===== src/rtl/pll_lock_rstgen.sv =====
// rtl/pll_lock_rstgen.sv - lock-qualified core reset sequencer driven by PLL lock
//
// Synchronizes the PLL lock indication, then releases the core reset only after
// lock has stayed high for LOCK_WAIT cycles followed by RST_HOLD cycles.
// Any loss of lock in RUN re-asserts the core reset and is recorded for debug.
//
// Ports:
//   clk            in   1  system clock (PLL output)
//   rst_n          in   1  board reset, asynchronous assert, active-low
//   pll_lock       in   1  PLL lock, asynchronous to clk
//   cpu_rst_n      out  1  core reset, active-low, registered
//   lock_lost      out  1  sticky flag, set on first lock loss in RUN
//   lock_loss_cnt  out  8  lock losses seen in RUN, saturating at 255
//   rsg_state      out  2  current FSM state (0 WAIT_LOCK, 1 STABLE, 2 HOLD, 3 RUN)

module pll_lock_rstgen #(
    parameter int SYNC_STAGES = 2,
    parameter int LOCK_WAIT   = 16,
    parameter int RST_HOLD    = 8,
    parameter bit LOCK_BYPASS = 1'b0
) (
    input  logic       clk,
    input  logic       rst_n,
    input  logic       pll_lock,
    output logic       cpu_rst_n,
    output logic       lock_lost,
    output logic [7:0] lock_loss_cnt,
    output logic [1:0] rsg_state
);

    localparam int MAX_CNT = (LOCK_WAIT > RST_HOLD) ? LOCK_WAIT : RST_HOLD;
    localparam int CW      = (MAX_CNT <= 1) ? 1 : $clog2(MAX_CNT);

    localparam logic [CW-1:0] LW_LAST = CW'(LOCK_WAIT - 1);
    localparam logic [CW-1:0] RH_LAST = CW'(RST_HOLD - 1);

    typedef enum logic [1:0] {
        WAIT_LOCK = 2'd0,
        STABLE    = 2'd1,
        HOLD      = 2'd2,
        RUN       = 2'd3
    } state_t;

    logic [SYNC_STAGES-1:0] r_sync;
    logic                   w_lock_in;
    logic                   w_lock_s;

    state_t                 r_state;
    state_t                 w_state_nxt;
    logic [CW-1:0]          r_cnt;
    logic [CW-1:0]          w_cnt_nxt;
    logic                   w_loss_evt;

    logic                   r_cpu_rst_n;
    logic                   r_lock_lost;
    logic [7:0]             r_loss_cnt;

    // In bypass the lock source is a constant, but it still travels through the
    // synchronizer so release timing is identical to a real locked PLL.
    assign w_lock_in = LOCK_BYPASS ? 1'b1 : pll_lock;
    assign w_lock_s  = r_sync[SYNC_STAGES-1];

    always_ff @(posedge clk or negedge rst_n) begin
        if (!rst_n) begin
            r_sync <= '0;
        end else begin
            r_sync <= {r_sync[SYNC_STAGES-2:0], w_lock_in};
        end
    end

    always_ff @(posedge clk or negedge rst_n) begin
        if (!rst_n) begin
            r_state     <= WAIT_LOCK;
            r_cnt       <= '0;
            r_cpu_rst_n <= 1'b0;
            r_lock_lost <= 1'b0;
            r_loss_cnt  <= 8'd0;
        end else begin
            r_state     <= w_state_nxt;
            r_cnt       <= w_cnt_nxt;
            // High exactly while the registered state is RUN.
            r_cpu_rst_n <= (w_state_nxt == RUN);
            if (w_loss_evt) begin
                r_lock_lost <= 1'b1;
                if (r_loss_cnt != 8'hFF) begin
                    r_loss_cnt <= r_loss_cnt + 8'd1;
                end
            end
        end
    end

    // Lock drop is tested before the terminal count so it always wins.
    always_comb begin
        w_state_nxt = r_state;
        w_cnt_nxt   = r_cnt;
        w_loss_evt  = 1'b0;
        case (r_state)
            WAIT_LOCK: begin
                if (w_lock_s) begin
                    w_state_nxt = STABLE;
                    w_cnt_nxt   = '0;
                end
            end
            STABLE: begin
                if (!w_lock_s) begin
                    w_state_nxt = WAIT_LOCK;
                    w_cnt_nxt   = '0;
                end else if (r_cnt == LW_LAST) begin
                    w_state_nxt = HOLD;
                    w_cnt_nxt   = '0;
                end else begin
                    w_cnt_nxt   = r_cnt + 1'b1;
                end
            end
            HOLD: begin
                if (!w_lock_s) begin
                    w_state_nxt = WAIT_LOCK;
                    w_cnt_nxt   = '0;
                end else if (r_cnt == RH_LAST) begin
                    w_state_nxt = RUN;
                    w_cnt_nxt   = '0;
                end else begin
                    w_cnt_nxt   = r_cnt + 1'b1;
                end
            end
            RUN: begin
                if (!w_lock_s) begin
                    w_state_nxt = WAIT_LOCK;
                    w_cnt_nxt   = '0;
                    w_loss_evt  = 1'b1;
                end
            end
            default: begin
                w_state_nxt = WAIT_LOCK;
                w_cnt_nxt   = '0;
            end
        endcase
    end

    assign cpu_rst_n     = r_cpu_rst_n;
    assign lock_lost     = r_lock_lost;
    assign lock_loss_cnt = r_loss_cnt;
    assign rsg_state     = r_state;

endmodule


===== config.mk =====
export PLATFORM = sky130hd
export DESIGN_NAME = pll_lock_rstgen
export DESIGN_NICKNAME = d
export VERILOG_FILES = /design/src/rtl/pll_lock_rstgen.sv
export SDC_FILE = /design/constraint.sdc
export NUM_CORES = 1
export LEC_CHECK = 0
export CAP_MARGIN = 10
export CORE_MARGIN = 4
export CORE_UTILIZATION = 47
export CTS_CLUSTER_SIZE = 30
export DETAILED_ROUTE_END_ITERATION = 6
export PLACE_DENSITY = 0.74
export SLEW_MARGIN = 5
export SYNTH_ARGS = -nofsm -noshare
export SYNTH_HDL_FRONTEND = slang
export SYNTH_SLANG_ARGS = --single-unit

===== constraint.sdc =====
create_clock -name clk -period 1.4 [get_ports clk]
set_input_delay 0.28 -clock clk [delete_from_list [all_inputs] [get_ports clk]]
set_output_delay 0.28 -clock clk [all_outputs]
set_load 0.05 [all_outputs]

==> results of run 1 <==
==> repair_timing <==
action / CTS / global route
buffers inserted: 4 / 4
cloned: 0 / 0
pin swaps: 8 / 8
gates resized for setup: 11 / 15
setup endpoints to repair: 14 / 17
==> power by group <==
group          internal [mW]  switching [mW]
Combinational          0.332           0.346
Sequential             0.553          0.0367
Clock                  0.159           0.182
Total                   1.04           0.565
==> final timing paths <==
check,startpoint,to,slack (ns)
min,rst_n,lock_loss_cnt[6],0.26
max,rsg_state[1],lock_loss_cnt[7],-0.23
max in group asynchronous,rst_n,rsg_state[0],0.89
min in group clk,r_sync[0],r_sync[1],0.34
max reg2reg,rsg_state[1],lock_loss_cnt[7],-0.23
min reg2reg,r_sync[0],r_sync[1],0.34
==> critical path, stage by stage (launching register included) <==
cell and delay [ns]:
dfrtp_4 0.51, ha_4 0.16, nor2b_4 0.20, nand4_4 0.15, nor3_4 0.19, mux2_4 0.33
==> flip-flops by register name, indices dropped and copies added, names as in the netlist <==
name           flops
rsg_state          2
lock_lost          1
cpu_rst_n          1
r_cnt              4
lock_loss_cnt      8
r_sync             2
==> area by class of cell <==
type                    count  share of cell area (%)
inverters                   3                   0.929
multi-input cells          70                    39.2
flip-flops and latches     18                    26.4
repair buffers             44                    29.4
clock buffers               4                    2.07
well taps                  27                    1.93
==> cells by family (layout without fill, tap and decap cells) <==
family,Yosys count,in the layout,synth area share [%]
mux,6,6,7.01
flops,18,18,45.9
xor+xnor,1,1,0.892
compound gates,20,20,13.8
fa+ha+maj,7,7,8.92
buf+inv,3,51,1.15
simple gates,36,36,22.4
==> routing by layer <==
layer  routed length [µm]  track usage (%)
met1                 1380             26.6
met3                  143             4.71
met5                    0                0
met2                 1750             43.1
met4                   85             4.68
==> stage by stage <==
step	setup WS [ns]	instance area, µm²	std cells
CTS	-0.178	1690	164
floorplan	-0.251	1090	91
detailed placement	-0.149	1560	156
global route	-0.306	1750	166
global placement	-0.0956	1560	156
finish	-0.233	1750	166
==> cell usage in the layout, fill, tap and decap left out, types with 3 or more instances in the layout <==
cell type and count:
ha_2 3, nor2_1 5, dfrtp_2 4, nand2_1 9
dfrtp_1 12, buf_12 12, ha_4 4, buf_4 22
a21oi_1 5, mux2_4 4, buf_6 8, clkbuf_4 3
==> metrics.cfg, run 1 <==
[clocking]
clk_latency_ns = 0.33
h-tree-depth = 1
cts_root_buf = clkbuf_4
cts.path.max_buffers = 2
hold_buffers = 0
clock-sinks = 18
cts_buffers = 3
cts_tree = done
path_clk_slew_ns = 0.12

[layout]
multi_input_area_um2 = 686
antenna_cells = 0
area_delta_synth_final_pct = 78.2
post-route-util_pct = 88.3
num-fill-cells = 85
drive_gt1_share_pct = 59.7
regArea_um2 = 463
final_nets = 150

[timing]
holdWs_ns = 0.262
post-route-period-util_pct = 117
max_freq_mhz = 613
timing.final.max_slew_violations = 0
fin_tns_setup_ns = -2.22
fin_crit_ns = 1.63
finalSetupViolations = 17
finClkSkew_ns = 0.0213
slew_headroom_pct = 79.0
hold_viol_final = 0
worst_pin_slew_ns = 0.315
rsz0062_at_grt = true
fin_ws_ns = -0.233

[power_and_ir_drop]
fin_total_pwr_mw = 1.61
power_density_nw_per_um2 = 919
leakagePower_nw = 0.763
ir_drop_mv = 0.827

[routing]
vias_per_cell = 5.50
drc_errors = 0
vias = 913
first_pass_iters = 4
initialDrtViolationCount = 18
route.antenna.remaining_nets = 0
drt-total-wl_um = 3360
wl_per_cell_um = 20.3

[global_route]
overflow = 0
antenna_found_initial = 0
grt_max_degree = 19
grt_pass1_wl_um = 4700
grt_pass1_vias = 973
grt_usage_pct = 23.0

[logic_synthesis]
synth_edf_count = 0
ys_ff_latch = 18
netlist_top_cells_count = 18 x dfrtp_1, 9 x nand2_1, 8 x a21oi_1, 8 x nor2_1, 7 x ha_1
synth.area.top_cells = dfrtp_1 46%, ha_1 8.9%, a21oi_1 4.1%, nand2_1 3.4%, mux2_2 3.4%
seq_area_frac_synth_pct = 45.9
netlist-cell-type-count = 36
synth_top_area_share_pct = 45.9
yosysTopAreaCell = dfrtp_1
synth_nets = 101
synth_area_per_cell_um2 = 10.8
ys.flop_type = dfrtp_1
synth_most_common_cell = dfrtp_1
async_reset_ff_share_pct = 100
yosysWarnings = 0
netlist_area_um2 = 982
syn_inst = 91

[floorplan]
die_y_um = 53.7
ioPinCount = 15
die_area_um2 = 2890
start_util_pct = 49.6
core-area_um2 = 1980
die_w_um = 53.7
std_cell_rows = 16

[placed_design]
dpl.hpwl_um = 1900
gp_congestion = 0.984
numPortBuffers = 14

[status]
violations = negative setup slack
status = finished with violations

[critical_path]
cp_max_fo = 5
crit_arrival_ns = 1.86
cp.required_ns = 1.62
path_class = register to register
cp-end-kind = register
r2r_cells = 5
cp-start-kind = register

[run]
drv_cap = 0

[hold_path]
hp-class = primary input to async pin

Power figures use the tool's default switching activity.
==> run 2: changes to the inputs <==
ABC_CLOCK_PERIOD_IN_PS = 1800   (was default)
CORE_UTILIZATION = 52   (was 47)
PLACE_DENSITY = 0.77   (was 0.74)
clock period = 1.8 ns   (was 1.4 ns; I/O delays follow)
==> run 2 against run 1 <==
Effect of this change:
- die area shrank 8.2%
- highest routed layer unchanged
- clock power shrank 26%
- non-clock buffer count shrank 29
- total power shrank 41%
- clock skew shrank 0.017 ns
- final area shrank 33%
- register-to-register slack gained 0.41 ns
- worst hold slack gained 0.098 ns
- fmax grew 0.52%
- final cell count shrank 19%
- via count shrank 19%
- sequential power shrank 23%
- largest power group is now sequential cells
- critical endpoint is now lock_loss_cnt[5]
- the flow now finishes without violations
==> metrics.cfg, run 2 (synthesized netlist as in run 1, its figures left out) <==
[status]
status = complete, no violations

[layout]
largest_reg_flops = 8
area_delta_synth_final_pct = 19.1
mostFrequentLayoutCells = 16 x dfrtp_1, 13 x buf_4, 9 x nand2_1, 8 x nor2_1, 8 x a21oi_1
num-fill-cells = 153
final_area_um2 = 1170
final_nets = 121
final_cell_count_no_fill = 135
post-route-util_pct = 66.3
final_common_cell = dfrtp_1
drive_gt1_share_pct = 29.1
antenna_cells = 0

[timing]
worst_pin_slew_ns = 0.437
timing.final.max_slew_violations = 0
post-route-period-util_pct = 90.2
rsz0062_at_grt = false
finalSetupViolations = 0
slew_headroom_pct = 70.5
hold_viol_final = 0
max_freq_mhz = 616
fin_crit_ns = 1.62
finClkSkew_ns = 0.00454
fin_tns_setup_ns = 0

[global_route]
grt_pass1_vias = 679
grt_usage_pct = 14.6
overflow = 0
antenna_found_initial = 0
groute.layer.met3.usage_pct = 1.75
use_met2_pct = 22.0
met1_usage_pct = 21.4
grt_max_degree = 19
grt_pass1_wl_um = 2970
gr-max-usage-layer = met2

[routing]
initialDrtViolationCount = 9
vias_per_cell = 5.46
drc_errors = 0
first_pass_iters = 4
vias = 737
route.antenna.remaining_nets = 0
drt-total-wl_um = 1740
wl_per_cell_um = 12.9

[power_and_ir_drop]
ir_drop_mv = 0.800
power_density_nw_per_um2 = 812
leakagePower_nw = 0.549

[clocking]
hold_buffers = 0
h-tree-depth = 1
post_cts_buffers = 0
cts_buffers = 3
cts.path.max_buffers = 2
path_clk_slew_ns = 0.10
cts_tree = done
clk_latency_ns = 0.30
clock-sinks = 18
cts_root_buf = clkbuf_4
cts-resized-gates = 0

[critical_path]
ff2ff_setup_slack_ns = 0.18
cp-end-kind = register
r2r_end = lock_loss_cnt[5]
cp.required_ns = 1.99
cp-start-kind = register
path_class = register to register
path_cells = ha_1 -> nor2b_4 -> nand4_2 -> nor2_1 -> mux2_2
crit_arrival_ns = 1.82
r2r_cells = 5
cp_slowest_cell = dfrtp_2
cp_max_fo = 6
rr_startpoint = rsg_state[0]
slowest_delay_ns = 0.43

[placed_design]
numPortBuffers = 14
place_area_um2 = 1130
dpl.hpwl_um = 1300
gp_congestion = 0.804
dp_cells = 131

[floorplan]
die_area_um2 = 2650
std_cell_rows = 15
die_w_um = 51.5
start_util_pct = 55.7
core-area_um2 = 1760
die_y_um = 51.5
ioPinCount = 15

[hold_path]
hp-class = register to register
holdPathEnd = r_sync[1]
worstHoldStart = r_sync[0]
holdPathStages = 0

[run]
drv_cap = 0

[run 2: worst max path at each step]
stage                      start               end
detailed placement  rsg_state[0]  lock_loss_cnt[7]
floorplan           rsg_state[1]  lock_loss_cnt[7]
CTS                 rsg_state[0]  lock_loss_cnt[7]
global route        rsg_state[1]  lock_loss_cnt[7]
finish              rsg_state[0]  lock_loss_cnt[5]
global placement    rsg_state[0]         cpu_rst_n
[run 2: layout make-up]
type | instances | area (µm²) | share of cell area (%)
Inverter | 3 | 11.3 | 0.963
Multi-Input combinational cell | 70 | 520 | 44.5
Timing Repair Buffer | 15 | 118 | 10.1
Clock buffer | 4 | 36.3 | 3.10
Tap cell | 25 | 31.3 | 2.67
Sequential cell | 18 | 453 | 38.7
[run 2: power breakdown]
group          internal (mW)  total (mW)  switching (mW)
Combinational         0.0911       0.244           0.153
Clock                  0.123       0.253           0.129
Sequential             0.425       0.453          0.0281
Total                  0.640       0.950           0.310
[run 2: worst max-delay path: cells and delay by family, from the launching register on]
kind | cells | cell delay [ns]
flops | 1 | 0.43
simple gates | 3 | 0.52
mux | 1 | 0.34
fa+ha+maj | 1 | 0.23
[run 2: through the flow]
| step | worst slack, ns | hold slack, ns | total power, mW |
|---|---|---|---|
| after floorplan | 0.0575 | 0.0644 | 0.637 |
| after global placement | 0.240 | 0.338 | 0.699 |
| after detailed placement | 0.178 | 0.344 | 0.707 |
| after CTS | 0.165 | 0.366 | 0.961 |
| after global routing | 0.0395 | 0.368 | 1.01 |
| final | 0.176 | 0.360 | 0.950 |
[run 2: metal layers]
metal	part of all wire, %	vias up
li1	-	369
met1	50	348
met2	45	15
met3	3.6	5
met4	1.8	0
met5	0	-
